===== src/rtl/dp_pkg.sv =====
// Shared definitions for the dot-product datapath: state encoding,
// default widths/latency and a constant-foldable clog2.
package dp_pkg;

  typedef enum logic [1:0] {
    FILL    = 2'd0,
    COMPUTE = 2'd1,
    OUTPUT  = 2'd2
  } state_t;

  localparam int DEF_PIXEL_N     = 10;
  localparam int DEF_PIXEL_SIZE  = 10;
  localparam int DEF_WEIGHT_SIZE = 19;
  localparam int DEF_VAL_SIZE    = 26;
  localparam int FPM_DELAY       = 4;
  localparam int FPA_DELAY       = 4;
  // Bus fill plus multiplier and adder-tree pipelines plus two boundary registers.
  localparam int DEF_DP_LATENCY  = DEF_PIXEL_N + FPM_DELAY + FPA_DELAY + 2;

  function automatic int clog2(input int value);
    int r;
    r = 0;
    for (int i = 0; i < 31; i++) begin
      if ((1 << r) < value) r = r + 1;
    end
    return r;
  endfunction

endpackage


===== src/rtl/dp_latency_timer.sv =====
// Load/decrement counter; done strobes in the cycle the count is 1,
// i.e. the last cycle before it reaches 0.
module dp_latency_timer #(
  parameter int CNT_W = 5
) (
  input  logic             clk,
  input  logic             GlobalReset,
  input  logic             load,
  input  logic [CNT_W-1:0] load_value,
  output logic             done
);

  logic [CNT_W-1:0] count;

  always_ff @(posedge clk or posedge GlobalReset) begin
    if (GlobalReset) begin
      count <= '0;
    end else if (load) begin
      count <= load_value;
    end else if (count != '0) begin
      count <= count - CNT_W'(1);
    end
  end

  assign done = (count == CNT_W'(1));

endmodule


===== src/rtl/dp_operand_loader.sv =====
// Collects (pixel, weight) pairs into the flat operand buses of the
// dot-product unit, starts it, waits its fixed latency and returns the result.
module dp_operand_loader
  import dp_pkg::*;
#(
  parameter int PIXEL_N     = DEF_PIXEL_N,
  parameter int PIXEL_SIZE  = DEF_PIXEL_SIZE,
  parameter int WEIGHT_SIZE = DEF_WEIGHT_SIZE,
  parameter int VAL_SIZE    = DEF_VAL_SIZE,
  parameter int DP_LATENCY  = DEF_DP_LATENCY
) (
  input  logic                            clk,
  input  logic                            GlobalReset,
  input  logic                            in_valid,
  output logic                            in_ready,
  input  logic [PIXEL_SIZE-1:0]           in_pixel,
  input  logic [WEIGHT_SIZE-1:0]          in_weight,
  input  logic                            in_last,
  output logic [PIXEL_N*PIXEL_SIZE-1:0]   Pixels,
  output logic [PIXEL_N*WEIGHT_SIZE-1:0]  Weights,
  output logic                            dp_start,
  input  logic [VAL_SIZE-1:0]             dp_value,
  output logic                            out_valid,
  input  logic                            out_ready,
  output logic [VAL_SIZE-1:0]             out_value,
  output logic                            busy
);

  localparam int IDX_W = clog2(PIXEL_N + 1);
  localparam int CNT_W = clog2(DP_LATENCY + 1);

  state_t           state;
  state_t           state_next;
  logic [IDX_W-1:0] idx;
  logic             accept;
  logic             frame_end;
  logic             timer_done;
  logic             capture;
  logic             consume;

  // Handshake decoded from the state register only, so in_ready never
  // depends combinationally on in_valid.
  assign in_ready  = (state == FILL);
  assign busy      = ~in_ready;
  assign accept    = in_valid && in_ready;
  assign frame_end = accept && (in_last || (idx == IDX_W'(PIXEL_N - 1)));
  assign capture   = (state == COMPUTE) && timer_done;
  assign consume   = (state == OUTPUT) && out_valid && out_ready;

  dp_latency_timer #(
    .CNT_W(CNT_W)
  ) u_timer (
    .clk        (clk),
    .GlobalReset(GlobalReset),
    .load       (frame_end),
    .load_value (CNT_W'(DP_LATENCY)),
    .done       (timer_done)
  );

  always_ff @(posedge clk or posedge GlobalReset) begin
    if (GlobalReset) begin
      state <= FILL;
    end else begin
      state <= state_next;
    end
  end

  always_comb begin
    state_next = state;
    case (state)
      FILL:    if (frame_end) state_next = COMPUTE;
      COMPUTE: if (capture)   state_next = OUTPUT;
      OUTPUT:  if (consume)   state_next = FILL;
      default:                state_next = FILL;
    endcase
  end

  always_ff @(posedge clk or posedge GlobalReset) begin
    if (GlobalReset) begin
      idx       <= '0;
      Pixels    <= '0;
      Weights   <= '0;
      dp_start  <= 1'b0;
      out_valid <= 1'b0;
      out_value <= '0;
    end else begin
      dp_start <= frame_end;
      if (accept) begin
        Pixels[int'(idx)*PIXEL_SIZE +: PIXEL_SIZE]   <= in_pixel;
        Weights[int'(idx)*WEIGHT_SIZE +: WEIGHT_SIZE] <= in_weight;
        idx <= idx + IDX_W'(1);
      end
      if (capture) begin
        out_value <= dp_value;
        out_valid <= 1'b1;
      end
      // Clearing the buses keeps unwritten slots of a short frame at zero.
      if (consume) begin
        out_valid <= 1'b0;
        idx       <= '0;
        Pixels    <= '0;
        Weights   <= '0;
      end
    end
  end

endmodule

===== config.mk =====
export PLATFORM = sky130hd
export DESIGN_NAME = dp_operand_loader
export DESIGN_NICKNAME = d
export VERILOG_FILES = /design/src/rtl/dp_pkg.sv /design/src/rtl/dp_latency_timer.sv /design/src/rtl/dp_operand_loader.sv
export SDC_FILE = /design/constraint.sdc
export NUM_CORES = 1
export LEC_CHECK = 0
export BUFFER_PORTS_ARGS = -buffer_cell sky130_fd_sc_hd__clkbuf_2
export CORE_ASPECT_RATIO = 0.6
export CORE_MARGIN = 2
export CORE_UTILIZATION = 25
export DETAILED_ROUTE_END_ITERATION = 8
export PLACE_DENSITY = 0.43
export SYNTH_ARGS = -nofsm -noshare
export SYNTH_HDL_FRONTEND = slang
export SYNTH_SLANG_ARGS = --single-unit

===== constraint.sdc =====
create_clock -name clk -period 16.3 [get_ports clk]
set_input_delay 1.63 -clock clk [delete_from_list [all_inputs] [get_ports clk]]
set_output_delay 1.63 -clock clk [all_outputs]
set_load 0.02 [all_outputs]

Word level (Yosys, flattened, before mapping)
Cells that the tools add are included.

$add $sub $neg: 4. Multipliers: 2. Equality and inequality tests: 7. Shift-type cells: 4. Mux-type cells: 16. Bitwise gates (word level): 1. Reductions and logical operators: 12.

Operators with widths (count): $mux 190 (2); $mux 100 (2); $bwmux 190 (1); $shift 19x33->190 const A (1); $shiftx 19x33->190 (1); $bwmux 100 (1); $shift 10x33->100 const A (1); $shiftx 10x33->100 (1); $neg 8->33 (1); $neg 9->33 (1); $mux 5 (2); $mul 4x5->9 const B (1); $mux 4 (2); $mul 4x3->7 const B (1); $mux 2 (3); $pmux 2 s3 (1); $reduce_bool 2->1 (3); $eq 5x1->1 const B (1); $logic_and 1x1->1 (5); $reduce_bool 5->1 (1); $sub 5x1->5 const B (1); $add 4x1->4 const B (1); $eq 4x4->1 const B (1); $ne 2x2->1 const B (2); other kinds (8) (9).

Register bits after elaboration: 329. Input port bits: 60. Output and inout port bits: 320. Word-level logic and storage cells: 54.

Depth between registers and ports, before layout
Depth in word-level cells: 6. Depth in mapped cells: 16. Gate-level depth less buffers: 12.

Hierarchy
From an unflattened synthesis, not the netlist that was laid out.

Cells, all modules: 1524. Area total of the unflattened synthesis: 15154.5 um^2.

Modules (own cells, without submodules): dp_operand_loader (times used 1, cells each 1495, area each 14853.0 um^2, sequential area each 8107.8 um^2); dp_latency_timer (times used 1, cells each 29, area each 301.5 um^2, sequential area each 125.1 um^2).

Least setup slack after synthesis
No wires, ideal clock.

Path type: register to register. Start: register idx[1]. End: register Pixels[8]. Library setup time: 0.126 ns. Data arrival time: 3.932 ns. Required time: 16.174 ns. Slack: 12.242 ns. Stages on the path, launching flop included: 15. Buffers on the path: 2. Period minus slack after synthesis: 4.058 ns. Cells stage by stage: dfrtp_1 -> ha_1 -> ha_1 -> fa_1 -> buf_2 -> nor2_1 -> and3_1 -> ha_1 -> clkbuf_1 -> or4_1 -> a2111oi_2 -> nand4_1 -> nor2_1 -> o211ai_1 -> o311a_1.

Cells in the longest elaborated chain, start to end: 6. Elaborated cells on any way between the ends: 7. Classes of those cells: 1 x add/sub; 1 x mul; 2 x shift; 3 x mux.

RTL lines: from (decl) (line dp_operand_loader.sv:34) `logic [IDX_W-1:0] idx;`; from (signal assigned) (line dp_operand_loader.sv:91) `idx <= idx + IDX_W'(1);`; $mul 4x3->7 * (line dp_operand_loader.sv:89) `Pixels[int'(idx)*PIXEL_SIZE +: PIXEL_SIZE] <= in_pixel;`; $neg 8->33 * (line dp_operand_loader.sv:89); $shiftx 10x33->100 or $shift 10x33->100 (tied branches) (line dp_operand_loader.sv:89); $bwmux 100 * (line dp_operand_loader.sv:89); $mux 100 * (line dp_operand_loader.sv:88) `if (accept) begin`; $mux 100 * (line dp_operand_loader.sv:98) `if (consume) begin`; to (signal, indexed assignment) (line dp_operand_loader.sv:89); to (decl) (line dp_operand_loader.sv:19) `output logic [PIXEL_N*PIXEL_SIZE-1:0] Pixels,`.

Mark *: on every way between the ends. The rest lies on a longest branch, timed or not. The select of a mux whose other input is x is not followed. A chain may end at the register's enable or synchronous reset.

Worst setup path after layout
Start: register idx[1]. End: register Pixels[50].

The elaborated chain is that of the path after synthesis.

==> results.ini <==
[global_routing]
grt_pass1_wl_um=92330
first_global_vias=13570
antenna_found_initial=5
grt-ovfl-total=0
grt_usage_pct=19.21
grt_max_degree=96

[yosys]
synth_area_leaders=dfrtp_1 53%, mux2i_1 6.6%, nand2_1 6.2%, o21ai_0 4.2%, nor2_1 3.0%
synth_area_leader_cell=dfrtp_1
synth_top_area_share_pct=53.39
ys_ff_latch=329
synth.avg_cell_area_um2=9.840
synth_area_um2=15420
synth_cell_types=76
yosysWarningCount=0
synth_fp_nets=1641
ys.flop_type=dfrtp_1
synthArstFlopShare_pct=100.0
synth-seq-area-share_pct=53.39
synth_edf_count=0
synthCells=1567

[final_layout]
area_delta_synth_final_pct=26.11
multi_input_area_um2=6679
seqCellArea_um2=8233
fin_area_um2=19450
layout_commonest_cell=clkbuf_2
nets=1980
final_cell_mix=379 x clkbuf_2, 329 x dfrtp_1, 255 x nand2_1, 128 x o21ai_0, 121 x nor2_1
fill_cells=6442
layout-drive-gt1-share_pct=27.88

[die]
start_util_pct=25.30
die_area_um2=63750
fp.dieW_um=324.6
io_pins=380
die_h_um=196.4
rows=70
coreArea_um2=60960

[pwr]
p_switching_w=0.002615
switching_share_pct=51.85
vdd_ir_drop_max_v=0.0001021
seqPwrFrac_pct=26.8
p_per_area_nw_per_um2=259.3
power_frac_clock_pct=17.7
p_leak_nw=9.481
intPower_w=0.002428
power_frac_comb_pct=55.5

[timing]
fin_setup_tns_ns=0
hold-worst-slack_ns=0.4828
skew_ns=0.01899
setup_viol=0
report.final.slew_viol_count=0
slew-limit-headroom_pct=21.22
rsz0062_at_grt=false
finalCritPeriodShare_pct=33.46
period_needed_ns=5.454
max_freq_ghz=0.1834
worstMarginPinSlew_ns=1.178
final-hold-violation-count=0

[clocking]
cts.htree.levels=2
cts_tree=yes
clockBufferDepth=3
cts_resized=0
cts_setup_buffers=0
clk_pin_slew_ns=0.07
clkLatencyLatePin_ns=0.55
clock-sinks=329
cts_buffers=37
hold_buffers=0
cts_root_buf=clkbuf_16

[routing]
ant_nets=0
drt_iter0_markers=1179
viasPerCell=4.970
vias=13730
drc=0
firstDrtPassIters=5
drt_wl_total_um=63060
wl_per_cell_um=22.83

[placed_design]
routabilityCongestion=0.9282
dp_hpwl_um=46070
place_area_um2=18170
portBuffers=379

[setup_path]
worstPathArrival_ns=5.86
critPathLaunch=idx[1]
cp-end-kind=flip-flop
rrSetupSlack_ns=10.85
crit_end=Pixels[50]
crit_required_ns=16.70
crit_path_max_fanout=19
crit-reg2reg-launch=idx[1]
r2r-end=Pixels[50]
crit_type=flip-flop to flip-flop
startpoint_type=flip-flop
rr_worst_depth=12

[outcome]
status=complete, no violations

[job]
drv_cap=0

[worst_hold_path]
hp-class=flip-flop to flip-flop

==> flip-flops by register name, summed over array words and instances, names as in the netlist <==
register	flops
Pixels	100
Weights	190
idx	4
u_timer.count	5
state	2
out_value	26
dp_start	1
out_valid	1
==> kinds of logic (layout without fill, tap and decap cells) <==
| family | Yosys count | count (layout) | share of synthesized area [%] |
|---|---|---|---|
| multiplexers | 138 | 138 | 9.258 |
| AND/OR/NAND/NOR | 588 | 588 | 17.28 |
| adder cells (fa/ha/maj) | 14 | 14 | 1.185 |
| AO/OA/AOI/OAI | 352 | 352 | 14.58 |
| buffers and inverters | 134 | 500 | 3.578 |
| other | 0 | 1 | 0 |
| XOR/XNOR | 12 | 12 | 0.7304 |
| flip-flops | 329 | 329 | 53.39 |
==> Yosys cell counts (all sizes together), types with 9 or more instances <==
| cell | count |
|---|---|
| or3 | 24 |
| nand2 | 255 |
| nor2 | 122 |
| ha | 13 |
| nor3 | 26 |
| dfrtp | 329 |
| buf | 42 |
| mux2i | 101 |
| nand3 | 79 |
| a21oi | 80 |
| o21ai | 132 |
| nor2b | 15 |
| o22ai | 17 |
| a21o | 9 |
| inv | 26 |
| mux2 | 37 |
| clkbuf | 66 |
| a32oi | 10 |
| nand4 | 23 |
| o2bb2ai | 22 |
| a211oi | 11 |
| a31oi | 11 |
==> metal layers <==
metal  share of wire, %  wire length (µm)  track usage [%]
met3                7.8              4905            5.445
met5              0.011                 7                0
met4                1.3               851            3.378
met2                 40             25410            25.90
met1                 51             31880            30.06
==> critical path, stage by stage (launching register included) <==
cell and delay (ns):
dfrtp_1 0.75, ha_1 0.34, ha_1 0.21, fa_1 0.80
nor2_1 0.15, and3_1 0.23, ha_1 0.52, inv_1 0.18
or3_1 0.48, a21oi_1 0.89, nand4_1 0.44, nand3_1 0.22
o31ai_1 0.08
==> metrics by stage <==
stage                     util [%]  instances  power (W)  setup slack, ns
final                        31.90       2762   0.005043            10.85
after global placement       29.80       2695   0.004103            11.12
after floorplan                  -       1567   0.003025            5.559
after detailed placement     29.80       2695   0.004123            11.04
after CTS                    31.90       2761   0.005047            11.00
after global routing         31.90       2761   0.005338            10.66
==> how the worst min path moves through the flow <==
stage                           from                to  slack, ns  cells after the start
floorplan           u_timer.count[4]  u_timer.count[4]       0.48                      1
global placement         Weights[55]       Weights[55]       0.46                      2
detailed placement      Weights[114]      Weights[114]       0.47                      2
CTS                     Weights[114]      Weights[114]       0.49                      2
global route             Weights[57]       Weights[57]       0.50                      1
finish                   Weights[46]       Weights[46]       0.48                      2
==> power groups by stage <==
stage,logic (W),registers [W],clock network [W]
6_report,0.00280,0.00135,0.000894
5_1_grt,0.00299,0.00139,0.000956
3_5_place_dp,0.00276,0.00136,0
2_1_floorplan,0.00134,0.00168,0
4_1_cts,0.00277,0.00135,0.000927
3_3_place_gp,0.00275,0.00135,0
==> layout make-up <==
class	instances	area share, %
diodes	1	0.01287
repair buffers	408	10.87
inverters	26	0.5405
well taps	828	5.327
clock buffers	56	5.964
multi-input cells	1104	34.35
clock inverters	10	0.5984
flip-flops and latches	329	42.34
(Power assumes the default switching activity.)
